<file path="config.mk">
export PLATFORM = sky130hd
export DESIGN_NAME = rv32_fetch
export DESIGN_NICKNAME = d
export VERILOG_FILES = /design/src/rtl/rv32_fetch.sv
export SDC_FILE = /design/constraint.sdc
export NUM_CORES = 1
export LEC_CHECK = 0
export ABC_CLOCK_PERIOD_IN_PS = 4500
export CORE_ASPECT_RATIO = 0.75
export CORE_MARGIN = 1.5
export CORE_UTILIZATION = 59
export CTS_CLUSTER_SIZE = 40
export DETAILED_ROUTE_END_ITERATION = 8
export DONT_BUFFER_PORTS = 1
export GPL_TIMING_DRIVEN = 0
export PLACE_DENSITY_LB_ADDON = 0.05
export REMOVE_ABC_BUFFERS = 1
export SETUP_SLACK_MARGIN = 0.05
export SLEW_MARGIN = 20
export SYNTH_ARGS = -nofsm -noshare
export SYNTH_HDL_FRONTEND = slang
export SYNTH_SLANG_ARGS = --single-unit
</file>
<file path="constraint.sdc">
create_clock -name clk -period 4.5 [get_ports clk]
set_clock_uncertainty 0.2 [all_clocks]
set_input_delay 0.9 -clock clk [delete_from_list [all_inputs] [get_ports clk]]
set_output_delay 0.9 -clock clk [all_outputs]
set_load 0.01 [all_outputs]
</file>
<file path="src/rtl/rv32_fetch.sv">
// rtl/rv32_fetch.sv - RV32 instruction fetch stage with static branch prediction
module rv32_fetch #(
    parameter logic [31:0] RESET_PC          = 32'h0000_0000,
    parameter bit          BRANCH_PREDICTION = 1'b1
) (
    input  logic        clk,
    input  logic        reset,
    input  logic        stall_in,
    input  logic        flush_in,
    input  logic        redirect_in,
    input  logic [31:0] redirect_pc_in,
    output logic        instr_read_out,
    output logic [31:0] instr_address_out,
    input  logic        instr_ready_in,
    input  logic [31:0] instr_read_value_in,
    input  logic        instr_fault_in,
    output logic        valid_out,
    output logic        exception_out,
    output logic [3:0]  exception_cause_out,
    output logic        branch_predicted_taken_out,
    output logic [31:0] pc_out,
    output logic [31:0] next_pc_out,
    output logic [31:0] instr_out
);

    typedef enum logic [2:0] {S_FETCH, S_WAIT, S_DRAIN, S_HOLD, S_HALT} state_t;

    state_t      state_q, state_d;
    logic [31:0] pc_q, pc_d;
    logic [31:0] req_addr_q, req_addr_d;
    logic [31:0] hold_instr_q, hold_instr_d;
    logic        hold_fault_q, hold_fault_d;

    logic        valid_q, exc_q, taken_q;
    logic [3:0]  cause_q;
    logic [31:0] pc_out_q, next_pc_q, instr_q;

    logic        req, misaligned, from_bus, from_hold, complete;
    logic [31:0] addr, comp_instr, b_imm, j_imm, pred_next;
    logic        comp_fault, pred_taken;

    // Request generation; WAIT and DRAIN keep the originally issued address.
    always_comb begin
        req        = 1'b0;
        addr       = pc_q;
        misaligned = 1'b0;
        case (state_q)
            S_FETCH: begin
                if (!stall_in && !redirect_in) begin
                    if (pc_q[1:0] == 2'b00) req = 1'b1;
                    else                    misaligned = 1'b1;
                end
            end
            S_WAIT, S_DRAIN: begin
                req  = 1'b1;
                addr = req_addr_q;
            end
            default: ;
        endcase
    end

    assign instr_read_out    = req && !reset;
    assign instr_address_out = reset ? 32'h0 : addr;

    assign from_bus   = ((state_q == S_FETCH) && req && instr_ready_in) ||
                        ((state_q == S_WAIT) && instr_ready_in && !stall_in);
    assign from_hold  = (state_q == S_HOLD) && !stall_in;
    assign complete   = (from_bus || from_hold) && !redirect_in;
    assign comp_instr = from_hold ? hold_instr_q : instr_read_value_in;
    assign comp_fault = from_hold ? hold_fault_q : instr_fault_in;

    assign b_imm = {{20{comp_instr[31]}}, comp_instr[7], comp_instr[30:25], comp_instr[11:8], 1'b0};
    assign j_imm = {{12{comp_instr[31]}}, comp_instr[19:12], comp_instr[20], comp_instr[30:21], 1'b0};

    always_comb begin
        pred_taken = 1'b0;
        pred_next  = pc_q + 32'd4;
        if (BRANCH_PREDICTION) begin
            if (comp_instr[6:0] == 7'b1100011 && comp_instr[31]) begin
                pred_taken = 1'b1;
                pred_next  = pc_q + b_imm;
            end else if (comp_instr[6:0] == 7'b1101111) begin
                pred_taken = 1'b1;
                pred_next  = pc_q + j_imm;
            end
        end
    end

    always_comb begin
        state_d      = state_q;
        pc_d         = pc_q;
        req_addr_d   = req_addr_q;
        hold_instr_d = hold_instr_q;
        hold_fault_d = hold_fault_q;
        if (redirect_in) begin
            // An unanswered request must still be drained before fetching the new target.
            pc_d = redirect_pc_in;
            if ((state_q == S_WAIT || state_q == S_DRAIN) && !instr_ready_in) state_d = S_DRAIN;
            else                                                              state_d = S_FETCH;
        end else begin
            case (state_q)
                S_FETCH: begin
                    if (req && !instr_ready_in) begin
                        state_d    = S_WAIT;
                        req_addr_d = pc_q;
                    end else if (misaligned) begin
                        state_d = S_HALT;
                    end
                end
                S_WAIT: begin
                    if (instr_ready_in && stall_in) begin
                        state_d      = S_HOLD;
                        hold_instr_d = instr_read_value_in;
                        hold_fault_d = instr_fault_in;
                    end
                end
                S_DRAIN: if (instr_ready_in) state_d = S_FETCH;
                default: ;
            endcase
            if (complete) begin
                if (comp_fault) begin
                    state_d = S_HALT;
                end else begin
                    pc_d    = pred_next;
                    state_d = S_FETCH;
                end
            end
        end
    end

    always_ff @(posedge clk) begin
        if (reset) begin
            state_q      <= S_FETCH;
            pc_q         <= RESET_PC;
            req_addr_q   <= 32'h0;
            hold_instr_q <= 32'h0;
            hold_fault_q <= 1'b0;
        end else begin
            state_q      <= state_d;
            pc_q         <= pc_d;
            req_addr_q   <= req_addr_d;
            hold_instr_q <= hold_instr_d;
            hold_fault_q <= hold_fault_d;
        end
    end

    always_ff @(posedge clk) begin
        if (reset) begin
            valid_q   <= 1'b0;
            exc_q     <= 1'b0;
            cause_q   <= 4'd0;
            taken_q   <= 1'b0;
            pc_out_q  <= 32'h0;
            next_pc_q <= 32'h0;
            instr_q   <= 32'h0;
        end else if (!stall_in) begin
            if (flush_in || !(complete || misaligned)) begin
                valid_q   <= 1'b0;
                exc_q     <= 1'b0;
                cause_q   <= 4'd0;
                taken_q   <= 1'b0;
                pc_out_q  <= 32'h0;
                next_pc_q <= 32'h0;
                instr_q   <= 32'h0;
            end else if (misaligned) begin
                valid_q   <= 1'b0;
                exc_q     <= 1'b1;
                cause_q   <= 4'd0;
                taken_q   <= 1'b0;
                pc_out_q  <= pc_q;
                next_pc_q <= pc_q;
                instr_q   <= 32'h0;
            end else begin
                valid_q   <= !comp_fault;
                exc_q     <= comp_fault;
                cause_q   <= comp_fault ? 4'd1 : 4'd0;
                taken_q   <= !comp_fault && pred_taken;
                pc_out_q  <= pc_q;
                next_pc_q <= pred_next;
                instr_q   <= comp_instr;
            end
        end
    end

    assign valid_out                  = valid_q;
    assign exception_out              = exc_q;
    assign exception_cause_out        = cause_q;
    assign branch_predicted_taken_out = taken_q;
    assign pc_out                     = pc_out_q;
    assign next_pc_out                = next_pc_q;
    assign instr_out                  = instr_q;

endmodule

</file>
-- After elaboration in Yosys (flattened, before gate mapping)
Index checks and enable logic that the tools add are counted.
- register bits after elaboration: 203
- input bits: 71
- $add $sub $neg: 3
- equal/unequal tests: 9
- muxes and demuxes: 40
- bitwise operators: 1
- reduce and logical (&&, ||, !) cells: 33
- operator list (cell ; count):
    $mux 32 ; 13
    $add 32x32->32 ; 2
    $add 32x3->32 const B ; 1
    $mux 3 ; 7
    $mux 1 ; 17
    $eq 7x7->1 const B ; 2
    $logic_and 1x1->1 ; 13
    $pmux 3 s3 ; 1
    $eq 3x2->1 const B ; 2
    $logic_not 1->1 ; 6
    $reduce_and 3->1 ; 2
    $logic_or 1x1->1 ; 5
    $ne 5x4->1 const B ; 1
    $reduce_bool 5->1 ; 1
    $ne 4x3->1 const B ; 1
    $ne 4x4->1 const B ; 1
    $reduce_and 4->1 ; 1
    $eq 3x1->1 const B ; 1
    $logic_not 3->1 ; 1
    $logic_not 2->1 ; 1
    $mux 2 ; 1
    $ne 2x2->1 const B ; 1
    $pmux 1 s2 ; 1
    $reduce_and 2->1 ; 1
    3 further kinds ; 3

-- Longest topological paths before layout
- depth after elaboration: 13
- mapped depth: 18
- mapped depth without buffers: 15

-- Worst setup path after synthesis
OpenSTA, ideal clock, no wires.
- path type: in2reg
- start: input port stall_in
- end: register pc_q[25]
- setup time: 0.138 ns
- arrival: 3.943 ns
- required time: 4.162 ns
- setup slack: 0.219 ns
- cell stages on the path: 17
- path buffers: 2
- path through: and4bb_1 > buf_4 > clkbuf_1 > nand2_1 > nand2_1 > ha_1 > inv_1 > fa_1 > nand2b_1 > a21oi_1 > nor4b_2 > or3_1 > nand2_1 > a21oi_2 > xnor2_1 > a221oi_1 > o221ai_1
- cells in the longest elaborated chain, start to end: 11
- ends and longest elaborated chain (what ; line ; source):
    start: declaration ; 8 ; input logic stall_in,
    $logic_not 1->1 (*) ; -- ;
    parallel branches: the longest is 10 deep, another holds $add 32x32->32 ; -- ;
    end signal: assignment ; 140 ; pc_q <= pc_d;
    end: declaration ; 29 ; logic [31:0] pc_q, pc_d;
Every way passes the cells marked *. The select of a mux whose other input is x is not followed.
A chain may end at the register's enable or synchronous reset.

-- Worst setup path in the final report
Ends and elaborated chain as after synthesis.

==> results.yml <==
synthesis:
  async_reset_ff_share_pct: 0
  syn_inst: 1730
  synth-compound-area-share_pct: 27.7
  ys_seq_elements: 199
  synthMuxAreaShare_pct: 1.22
  synth_simple_gate_area_share_pct: 24.9
  synth_edf_count: 0
  yosysWarnings: 0
  synth_top_family_by_area: "compound AO/OA/AOI/OAI gates"
  avgSynthCellArea_um2: 7.29
  yosys.area_share.adder_pct: 5.18
  yosysUniqueCellTypes: 93
  yosys.area_share.xor_xnor_pct: 3.19
  seq_area_frac_synth_pct: 31.6
  synthesis.area_um2: 12600
  ys.flop_type: "dfxtp_1"
critical_path:
  r2r_end: "pc_q[25]"
  cp-start-kind: "input pin"
  worstSetupPathType: "in -> reg"
  cp.required_ns: 4.62
  worstReg2RegStart: "state_q[2]"
  rrSetupSlack_ns: 0.19
  cp-end-kind: "flop"
  crit_arrival_ns: 4.48
  r2r_cells: 15
  cp_max_fo: 88
clocking:
  hold_buffers: 0
  cts_tree: "built"
  clock-sinks: 199
  numCtsBuffers: 17
  clk_latency_ns: 0.46
  clock_path_buffers: 2
  cts-root-buf: "clkbuf_16"
  path_clk_slew_ns: 0.09
  htree_levels: 4
grt:
  grt_pass1_vias: 10800
  grt_overflow_total: 0
  grt_antenna_before_repair: 1
  grt_pass1_wl_mm: 60.7
  grt_usage_pct: 35.2
  grt_max_degree: 211
placement:
  post-place-cells: 1874
  place_congestion: 0.945
  place_hpwl_mm: 27.5
  place_area_um2: 12500
  port_buffers: 0
sta:
  period_minus_slack_ns: 4.36
  rsz0062_at_grt: "false"
  fmax_mhz: 229
  fin_crit_sh_pct: 96.9
  maxSlewHeadroom_pct: 30.1
  hold_viol: 0
  finalSetupViolCount: 0
  worst_slew_pin_slew_ns: 1.05
  hold-worst-slack_ns: 0.256
  slew_violations: 0
drt:
  dr.pass1.iters: 6
  wirelength_mm: 40.5
  ant_nets: 0
  drt_iter0_markers: 1405
  drc_errors: 0
  dr_total_vias: 12400
  avgViaCountPerCell: 6.49
  avgRoutedWirePerCell_um: 21.1
die:
  core_um2: 21100
  dieHeight_um: 130
  io_pins: 207
  num_rows: 46
  die_area_um2: 22300
  start_util_pct: 59.9
  dieWidth_um: 172
power:
  leakage_nw: 4.91
  p_per_area_nw_per_um2: 321
  ir_worst_vdd_mv: 0.243
outcome:
  outcome: "finished, final reports clean"
finish:
  fillers: 1928
  stdcell_count: 1917
  area_delta_synth_final_pct: 5.69
  stdcell_area_um2: 13300
  nNetsFinal: 1737
  layout-drive-gt1-share_pct: 6.82
worst_hold_path:
  hold_depth: 2
  hold_path_class: "reg -> reg"
  min_to: "hold_instr_q[28]"
  min_from: "hold_instr_q[28]"
job:
  cap_violations: 0
## registers in the layout (all words and copies together), names as in the netlist
signal,count
hold_fault_q,1
req_addr_q,32
instr_out,32
next_pc_out,31
exception_out,1
state_q,3
branch_predicted_taken_out,1
pc_q,32
exception_cause_out,1
pc_out,32
valid_out,1
hold_instr_q,32
## per-layer routing
metal,wire length (um),track usage [%],vias up
li1,-,-,5923
met2,16300,49.5,602
met3,5150,11.1,38
met5,0,0,-
met4,536,8.24,0
met1,18400,51.7,5870
## cell usage after synthesis (all sizes together) (15+ instances only)
library cell	count	area (um2)
a21o	25	188
a21oi	184	928
a22oi	82	616
a31oi	16	100
buf	51	297
clkbuf	103	388
dfxtp	199	3980
ha	49	613
inv	25	93.8
nand2	383	1440
nand3	36	185
nand4	24	156
nor2	171	676
nor3	16	95.1
o211ai	21	168
o21ai	70	365
o221ai	15	131
xnor2	29	254
xor2	17	149
## logic make-up after synthesis
kind of cell	count (synthesis)
DFF	199
adders and majority gates	51
and+or+nand+nor	711
AOI/OAI and AO/OA	527
buffers and inverters	180
other	1
xor gates and xnor gates	46
muxes	15
## critical path, stage by stage
cell and delay (ns):
and4bb_4 0.49, nand2_1 0.09, nand2_1 0.10, ha_1 0.26
inv_1 0.09, fa_1 0.40, nand2b_1 0.20, a21oi_1 0.24
nor4b_2 0.11, or3_1 0.44, nand2_1 0.25, a21oi_2 0.09
xnor2_1 0.14, a221oi_2 0.44, o221ai_1 0.19
## cell usage in the layout (no fill, tap or decap), types with 5 or more instances in the layout
| master | count |
|---|---|
| and4_1 | 12 |
| a22oi_1 | 82 |
| clkbuf_16 | 17 |
| o21ai_0 | 45 |
| a31oi_1 | 16 |
| or3_1 | 8 |
| a21oi_1 | 179 |
| and3_1 | 12 |
| dfxtp_1 | 196 |
| nand3_1 | 34 |
| o211a_1 | 6 |
| a21o_1 | 24 |
| o221ai_1 | 14 |
| inv_1 | 24 |
| nand2b_1 | 12 |
| nand4_1 | 23 |
| xor2_1 | 17 |
| o21a_1 | 7 |
| a211oi_1 | 11 |
| o211ai_1 | 19 |
| nor2_1 | 165 |
| nor3_1 | 13 |
| a221oi_1 | 6 |
| and2_1 | 7 |
| nor4_1 | 9 |
| o31ai_1 | 6 |
| o21ai_1 | 20 |
| o21bai_1 | 5 |
| o22ai_1 | 13 |
| mux2i_1 | 11 |
| nand2_1 | 382 |
| xnor2_1 | 29 |
| ha_1 | 47 |
| buf_4 | 8 |
| a32oi_1 | 10 |
## where the power goes
part / switching, mW / internal (mW)
clock network: 0.914 / 0.800
logic: 0.420 / 0.252
registers: 0.0977 / 1.79
## worst max path at each step
stage                           end  cells after the start  slack [ns]  startpoint
global placement           pc_q[31]                     12       -2.57    stall_in
detailed placement  next_pc_out[31]                     13       -1.53    stall_in
CTS                        pc_q[25]                     15        0.15  state_q[2]
global route               pc_q[25]                     15        0.05    stall_in
floorplan                  pc_q[30]                     13       -0.41    stall_in
finish                     pc_q[25]                     15        0.14    stall_in
## stage by stage
| stage | total power, mW | util [%] | setup TNS, ns | setup WS [ns] |
|---|---|---|---|---|
| 3_3_place_gp | 2.54 | 58.4 | -100.75 | -2.57 |
| 2_1_floorplan | 2.38 | - | -5.78 | -0.414 |
| 4_1_cts | 4.26 | 63.2 | 0 | 0.147 |
| 5_1_grt | 4.41 | 63.3 | 0 | 0.0501 |
| 3_5_place_dp | 2.56 | 59.5 | -29.73 | -1.53 |
| 6_report | 4.28 | 63.3 | 0 | 0.141 |
## area by class of cell
class,count,area (um2),area share [%]
diodes,1,2.50,0.0188
clock buffers,17,425,3.19
clock inverters,15,230,1.73
inverters,26,101,0.760
multi-input cells,1354,7990,59.9
flip-flops and latches,199,4000,30.0
well taps,288,360,2.70
repair buffers,16,223,1.67
repair inverters,1,7.51,0.0563
## repair_timing
action / in CTS / in global routing
pin swaps: 2 / 1
setup endpoints to repair: 33 / 16
buffers inserted: 7 / 1
gates resized for setup: 17 / 3
gates cloned: 2 / 0
(Power assumes the default switching activity.)
